[config.mk]
export PLATFORM = sky130hd
export DESIGN_NAME = booth_mul_seq
export DESIGN_NICKNAME = d
export VERILOG_FILES = /design/src/rtl/booth_pkg.sv /design/src/rtl/booth_radix2_step.sv /design/src/rtl/booth_mul_seq.sv
export SDC_FILE = /design/constraint.sdc
export NUM_CORES = 1
export LEC_CHECK = 0
export ABC_CLOCK_PERIOD_IN_PS = 3600
export BUFFER_PORTS_ARGS = -buffer_cell sky130_fd_sc_hd__buf_2
export CORE_ASPECT_RATIO = 1.75
export CORE_MARGIN = 1
export CORE_UTILIZATION = 25
export DETAILED_ROUTE_END_ITERATION = 7
export GPL_TIMING_DRIVEN = 0
export SETUP_SLACK_MARGIN = 0.2
export SLEW_MARGIN = 20
export SYNTH_ARGS = -nofsm -noshare
export SYNTH_HDL_FRONTEND = slang
export SYNTH_SLANG_ARGS = --single-unit
export TNS_END_PERCENT = 20
[constraint.sdc]
create_clock -name clk -period 3.6 [get_ports clk]
set_clock_uncertainty 0.2 [all_clocks]
set_input_delay 0.18 -clock clk [delete_from_list [all_inputs] [get_ports clk]]
set_output_delay 0.18 -clock clk [all_outputs]
set_load 0.02 [all_outputs]
[src/rtl/booth_pkg.sv]
// Shared definitions for the sequential radix-2 Booth multiplier:
// FSM state encodings and the counter-width helper.
package booth_pkg;

   typedef logic [1:0] state_t;

   localparam state_t IDLE = 2'd0;
   localparam state_t RUN  = 2'd1;
   localparam state_t DONE = 2'd2;

   // Bits needed to hold values 0..v-1; evaluated at elaboration only.
   function automatic int unsigned clog2(input int unsigned v);
      int unsigned r;
      r = 0;
      for (int unsigned i = 0; i < 32; i++) begin
         if ((64'd1 << i) < 64'(v)) r = i + 1;
      end
      return r;
   endfunction

endpackage

[src/rtl/booth_radix2_step.sv]
// One radix-2 Booth iteration: conditional add/sub of M into A, then an
// arithmetic right shift of the concatenation {A, Q, q_1}.
module booth_radix2_step #(
   parameter int WIDTH = 17
) (
   input  logic [WIDTH-1:0] a_i,
   input  logic [WIDTH-1:0] q_i,
   input  logic             q_1_i,
   input  logic [WIDTH-1:0] m_i,
   output logic [WIDTH-1:0] a_o,
   output logic [WIDTH-1:0] q_o,
   output logic             q_1_o
);

   logic [WIDTH-1:0] sum;

   always_comb begin
      sum = a_i;
      case ({q_i[0], q_1_i})
         2'b01:   sum = a_i + m_i;
         2'b10:   sum = a_i - m_i;
         default: sum = a_i;
      endcase
      a_o   = {sum[WIDTH-1], sum[WIDTH-1:1]};
      q_o   = {sum[0], q_i[WIDTH-1:1]};
      q_1_o = q_i[0];
   end

endmodule

[src/rtl/booth_mul_seq.sv]
// Iterative radix-2 Booth multiplier with valid/ready operand and result
// handshakes; one add/sub-and-shift step per clock, WIDTH+1 steps per product.
module booth_mul_seq
   import booth_pkg::*;
#(
   parameter int WIDTH = 16
) (
   input  logic               clk,
   input  logic               rst,
   input  logic               in_valid,
   output logic               in_ready,
   input  logic [WIDTH-1:0]   a,
   input  logic [WIDTH-1:0]   b,
   input  logic               is_signed,
   output logic               out_valid,
   input  logic               out_ready,
   output logic [2*WIDTH-1:0] product,
   output logic               busy
);

   localparam int unsigned N  = WIDTH + 1;
   localparam int unsigned CW = clog2(WIDTH + 2);

   state_t             state_q, state_d;
   logic [N-1:0]       m_q, m_d;
   logic [N-1:0]       acc_q, acc_d;
   logic [N-1:0]       mq_q, mq_d;
   logic               q1_q, q1_d;
   logic [CW-1:0]      cnt_q, cnt_d;
   logic [2*WIDTH-1:0] product_q, product_d;

   logic [N-1:0]       step_a;
   logic [N-1:0]       step_q;
   logic               step_q1;

   booth_radix2_step #(.WIDTH(N)) u_step (
      .a_i   (acc_q),
      .q_i   (mq_q),
      .q_1_i (q1_q),
      .m_i   (m_q),
      .a_o   (step_a),
      .q_o   (step_q),
      .q_1_o (step_q1)
   );

   always_comb begin
      state_d   = state_q;
      m_d       = m_q;
      acc_d     = acc_q;
      mq_d      = mq_q;
      q1_d      = q1_q;
      cnt_d     = cnt_q;
      product_d = product_q;
      case (state_q)
         IDLE: begin
            if (in_valid) begin
               // The mode is captured in the extension bit of M and Q.
               m_d     = {is_signed & a[WIDTH-1], a};
               mq_d    = {is_signed & b[WIDTH-1], b};
               acc_d   = '0;
               q1_d    = 1'b0;
               cnt_d   = '0;
               state_d = RUN;
            end
         end
         RUN: begin
            acc_d = step_a;
            mq_d  = step_q;
            q1_d  = step_q1;
            cnt_d = cnt_q + 1'b1;
            if (cnt_q == CW'(WIDTH)) begin
               // {A,Q} is 2*WIDTH+2 bits; the top two are pure sign copies.
               product_d = {step_a[WIDTH-2:0], step_q};
               state_d   = DONE;
            end
         end
         DONE: begin
            if (out_ready) state_d = IDLE;
         end
         default: state_d = IDLE;
      endcase
   end

   always_ff @(posedge clk or posedge rst) begin
      if (rst) begin
         state_q   <= IDLE;
         m_q       <= '0;
         acc_q     <= '0;
         mq_q      <= '0;
         q1_q      <= 1'b0;
         cnt_q     <= '0;
         product_q <= '0;
      end else begin
         state_q   <= state_d;
         m_q       <= m_d;
         acc_q     <= acc_d;
         mq_q      <= mq_d;
         q1_q      <= q1_d;
         cnt_q     <= cnt_d;
         product_q <= product_d;
      end
   end

   assign in_ready  = (state_q == IDLE);
   assign busy      = (state_q == RUN);
   assign out_valid = (state_q == DONE);
   assign product   = product_q;

endmodule

# Yosys cells after proc, flatten, opt, wreduce, memory -nomap -nowiden
# Cells that the tools add are included.
# word_totals
in_bits	37
ff_bits	91
wordCells	39
output_inout_bits	35
# op_classes
bitwise_logic	2
addsub	3
n_eq_ne	8
n_reduce_logical	6
mux	13
# ops
op	n
case mux 17 bit (2 select lines)	3
two-way mux 17 bit	2
adder 17 bit	1
subtractor 17 bit	1
case mux 5 bit (2 select lines)	1
two-way mux 2 bit	3
case mux 2 bit (3 select lines)	1
AND reduction 2 bit	3
adder 5 x 1 -> 5 bit, second input constant	1
== test 5 bit, second input constant	1
two-way mux 5 bit	1
== test 2 x 1 -> 1 bit, second input constant	2
== test 2 bit, second input constant	2
inequality test 2 x 1 -> 1 bit, second input constant	2
AND reduction 3 bit	1
bitwise AND 1 bit	2
zero test 2 bit	1
inequality test 2 bit, second input constant	1
case mux 1 bit (2 select lines)	1
nonzero test 2 bit	1
two-way mux 1 bit	1

# Logic depth before layout (Yosys ltp)
# logic_depth
word_depth	3
depth_mapped	15
ltp_nobuf	15

# Modules after synthesis
# Synthesis repeated with hierarchy kept, for this count alone.
# hier_totals
cells_unflattened	550
area_unflattened_um2	5316.3
# modules_own_cells
mod	cells_each	area_per_inst_um2	n_inst	seq_area_each_um2
booth_mul_seq	329	3809.9	1	2277.2
booth_radix2_step	221	1506.4	1	0.0

# Least setup slack after synthesis
# OpenSTA, ideal clock, no wires.
# synth_path
path_type	register -> register
from	register m_q[2]
to	register product_q[30], in the netlist product[30]
slack_ns	0.153
setup_ns	0.133
path_stages_with_launch	16
synth_period_minus_slack_ns	3.447
required_ns	3.267
arrival_ns	3.115
n_path_buf	0
cell_sequence	dfrtp_1 or3_4 nor3_1 nand2b_1 nor4_1 nor2b_1 a21oi_1 xnor2_1 ha_1 a21oi_1 o22ai_1 nor2b_1 o21ai_0 or2_2 a31oi_1 o21ai_0
# synth_via
elab_chain_cells	2
elab_cells_between_ends	3
classes_between	add/sub (2); mux (1)
# synth_lines
item	line_no	source
start: declaration	booth_mul_seq.sv:25	logic [N-1:0] m_q, m_d;
start signal: assignment	booth_mul_seq.sv:95	m_q <= m_d;
subtractor 17 bit / adder 17 bit (equally long branches)	booth_radix2_step.sv:21, booth_radix2_step.sv:20	
case mux 17 bit (2 select lines) (*)	booth_radix2_step.sv:19	case ({q_i[0], q_1_i})
end signal: assignment	booth_mul_seq.sv:100	product_q <= product_d;
end: declaration	booth_mul_seq.sv:30	logic [2*WIDTH-1:0] product_q, product_d;
# Mark *: on every way between the ends. The rest lies on a longest branch, timed or not.
# A chain may end at the register's enable or synchronous reset.

# Worst setup path after layout
# layout_path
from	register m_q[3]
to	register product_q[30], in the netlist product[30]
# Same word-level chain as after synthesis.

==> impl_results.md <==
- Status: complete, no violations
- Post-synthesis adder-cell area fraction: 5.69%
- Die height: 184 um
- Post-synth top area share: 47.4%
- Vias in the first global route: 4339
- Most common cell in the netlist: dfrtp_1
- Final setup vio count: 0
- Vias post-DR: 4128
- I/O pins: 72
- Ant diodes: 0
- #FFs+latches synth: 90
- Initial DRT Pass Iterations: 4
- Fin util: 34.5%
- Wirelength per Cell: 15.7 um
- DRT antenna net count: 0
- Relative max-transition margin: 52.5%
- Placed cells: 817
- CTS H-tree depth: 3
- Seq/Total Area, Yosys: 47.4%
- Final Slew Violations: 0
- Total GRT Usage: 14.4%
- Class of the worst hold path: primary input to asynchronous set/reset pin
- Unrepaired setup endpoints after global routing: true
- Crit path required time: 3.61 ns
- Post-synthesis async set-or-reset flop share: 100%
- Synth area leader: dfrtp_1
- Nets: 696
- Cells after synthesis: 507
- Crit path cell chain: or3_4 -> nor3_4 -> nand2b_1 -> nor4_2 -> nor2b_4 -> a21oi_1 -> xnor2_1 -> ha_1 -> a21oi_2 -> o22ai_2 -> nor2b_1 -> o21ai_2 -> or2_4 -> a31oi_4 -> o21ai_1
- Largest net degree at the start of global routing: 64
- Netlist Area Pre-Place: 4750 um^2
- Ys flop type: dfrtp_1
- CP Launch Type: flop
- Clk slew on worst S/H paths: 0.07 ns
- # rows: 66
- Clk root buf: clkbuf_16
- Post-synthesis compound-gate area fraction: 14.5%
- Share of cells above drive strength 1: 25.8%
- Peak Freq: 282 MHz
- Tmin final: 3.54 ns
- Fin. Hold Viols: 0
- Clock latency on the worst-skew pair: 0.34 ns
- Worst Reg-to-Reg Cells: 15
- CTS buffer count: 9
- First-pass GRT wire length: 21800 um
- Finished Layout Cells: 881
- Vias per std cell: 4.69
- Iteration-0 DRC count of the detailed router: 201
- Worst flop-to-flop path endpoint: product[30]
- Net count after synthesis: 565
- Chip width: 106 um
- Die ar.: 19600 um^2
- Setup TNS Final: 0 ns
- Final period util: 98.3%
- Sink Count: 90
- Crit path arrival time: 3.55 ns
- R2R Path Start: m_q[3]
- CP Max Fanout: 5
- Layout area overhead: 34.9%
- Combinational family with the most area after synthesis: simple AND/OR/NAND/NOR gates
- Core area: 18600 um^2
- Port Buffers: 71
- Crit. End Element: flop
- Final WL: 13800 um
- Synthesis warning total: 0
- GPL Wtd Cong: 0.920
- Largest cells by area after synthesis: dfrtp_1, nand2_1, ha_1, o21ai_0, nor2_1
- Top post-synthesis cells by count: dfrtp_1, nand2_1, nor2_1
- Yosys cell types: 48
- Initial core utilization: 25.6%
- Post-Synth Simple-Gate Area: 17.2%
- Gr ovfl total: 0
- Critical Path Max Stage Delay: 0.41 ns
- Initial antenna violation count: 0
- Slowest cell on the critical path: dfrtp_2
- Max Cap Viol: 0
- Residual DRC: 0
- WS Path Type: flop to flop
- CTS Buffer Depth: 2
- Mux share of post-synthesis cell area: 5.95%
- Synth Area per Inst: 9.37 um^2
- CTS tree: built
- Slack of the worst reg-to-reg path: 0.06 ns
- Post-Synth XOR/XNOR Area: 5.32%
- Hpwl dp: 10100 um
- Number of enable flip-flop cells after synthesis: 0
- Worst Max-Slew Pin Slew: 0.712 ns
## worst max-delay path, delay by kind of cell, from the launching register on
family                   cells  cell delay (ns)
adder cells (fa/ha/maj)      1             0.32
AO/OA/AOI/OAI                6             0.77
flip-flops                   1             0.41
XOR/XNOR                     1             0.22
AND/OR/NAND/NOR              7             1.48
## worst max-delay path by stage
stage | start | endpoint | slack (ns) | depth (start not counted)
after floorplan | m_q[2] | product[30] | 0.21 | 15
after global placement | q1_q | product[30] | -0.36 | 14
after detailed placement | q1_q | product[30] | -0.41 | 14
after CTS | m_q[3] | product[31] | 0.02 | 15
after global routing | m_q[2] | product[30] | -0.16 | 15
final | m_q[3] | product[30] | 0.06 | 15
## cells by family (layout without fill, tap and decap cells)
group | after synthesis | count (layout)
simple gates | 185 | 185
compound gates | 117 | 117
flops | 90 | 90
buf+inv | 40 | 176
xor+xnor | 28 | 28
mux | 26 | 26
fa+ha+maj | 21 | 21
## area by class of cell
type | count | area (um^2)
Buffer | 22 | 120
Clock inverter | 5 | 85.1
Timing Repair Buffer | 121 | 842
Clock buffer | 11 | 253
Inverter | 17 | 68.8
Tap cell | 238 | 298
Multi-Input combinational cell | 377 | 2480
Fill cell | 1910 | 12200
Sequential cell | 90 | 2260
## layout by cell type (no fill, tap or decap), drive strengths merged, types with 2 or more instances in the layout
cell type	synthesis	routed
xor2	7	7
o21a	3	3
mux2	18	18
a21o	5	5
and2	3	3
nor3	7	7
o31ai	5	5
dlygate4sd3	0	35
nand2b	6	6
nor2	57	57
nor4	2	2
dfrtp	90	90
o211ai	3	3
o21bai	3	3
mux2i	8	8
inv	17	18
ha	20	20
nand3	18	18
clkbuf	20	31
buf	2	88
o22ai	17	17
or4	2	2
nand2	79	79
a31oi	5	5
nand4	4	4
xnor2	21	21
bufinv	0	2
o21ai	47	47
nor2b	3	3
a21oi	23	23
## per-layer routing
| metal | track usage (%) | wire length, um |
|---|---|---|
| met1 | 14.8 | 5090 |
| met2 | 27.8 | 7700 |
| met3 | 1.84 | 471 |
| met4 | 7.50 | 544 |
| met5 | 0 | 0 |
## state kept, by name, summed over array words and instances, names as in the netlist
name and flops:
state_q 2, mq_q 17, product 32, acc_q 16, cnt_q 5, m_q 17, q1_q 1
## stage by stage
stage | worst slack, ns | hold slack, ns | cell area (um^2)
finish | 0.0601 | 0.156 | 6410
global placement | -0.361 | 0.173 | 5410
detailed placement | -0.414 | -0.0365 | 5440
floorplan | 0.213 | 0.0854 | 4760
global route | -0.159 | 0.185 | 6410
CTS | 0.0202 | 0.169 | 6340
## repair_timing
item | 4_1_cts | 5_1_grt
setup buffers | 11 | 3
pin swaps | 15 | 12
hold buffers | 35 | 0
endpoints found under the setup margin | 25 | 17
hold endpoints to repair | 125 | 0
gates resized for setup | 31 | 16
Power is not shown: default switching activity piles up to over one toggle a cycle in this logic, so the estimate is an artifact.
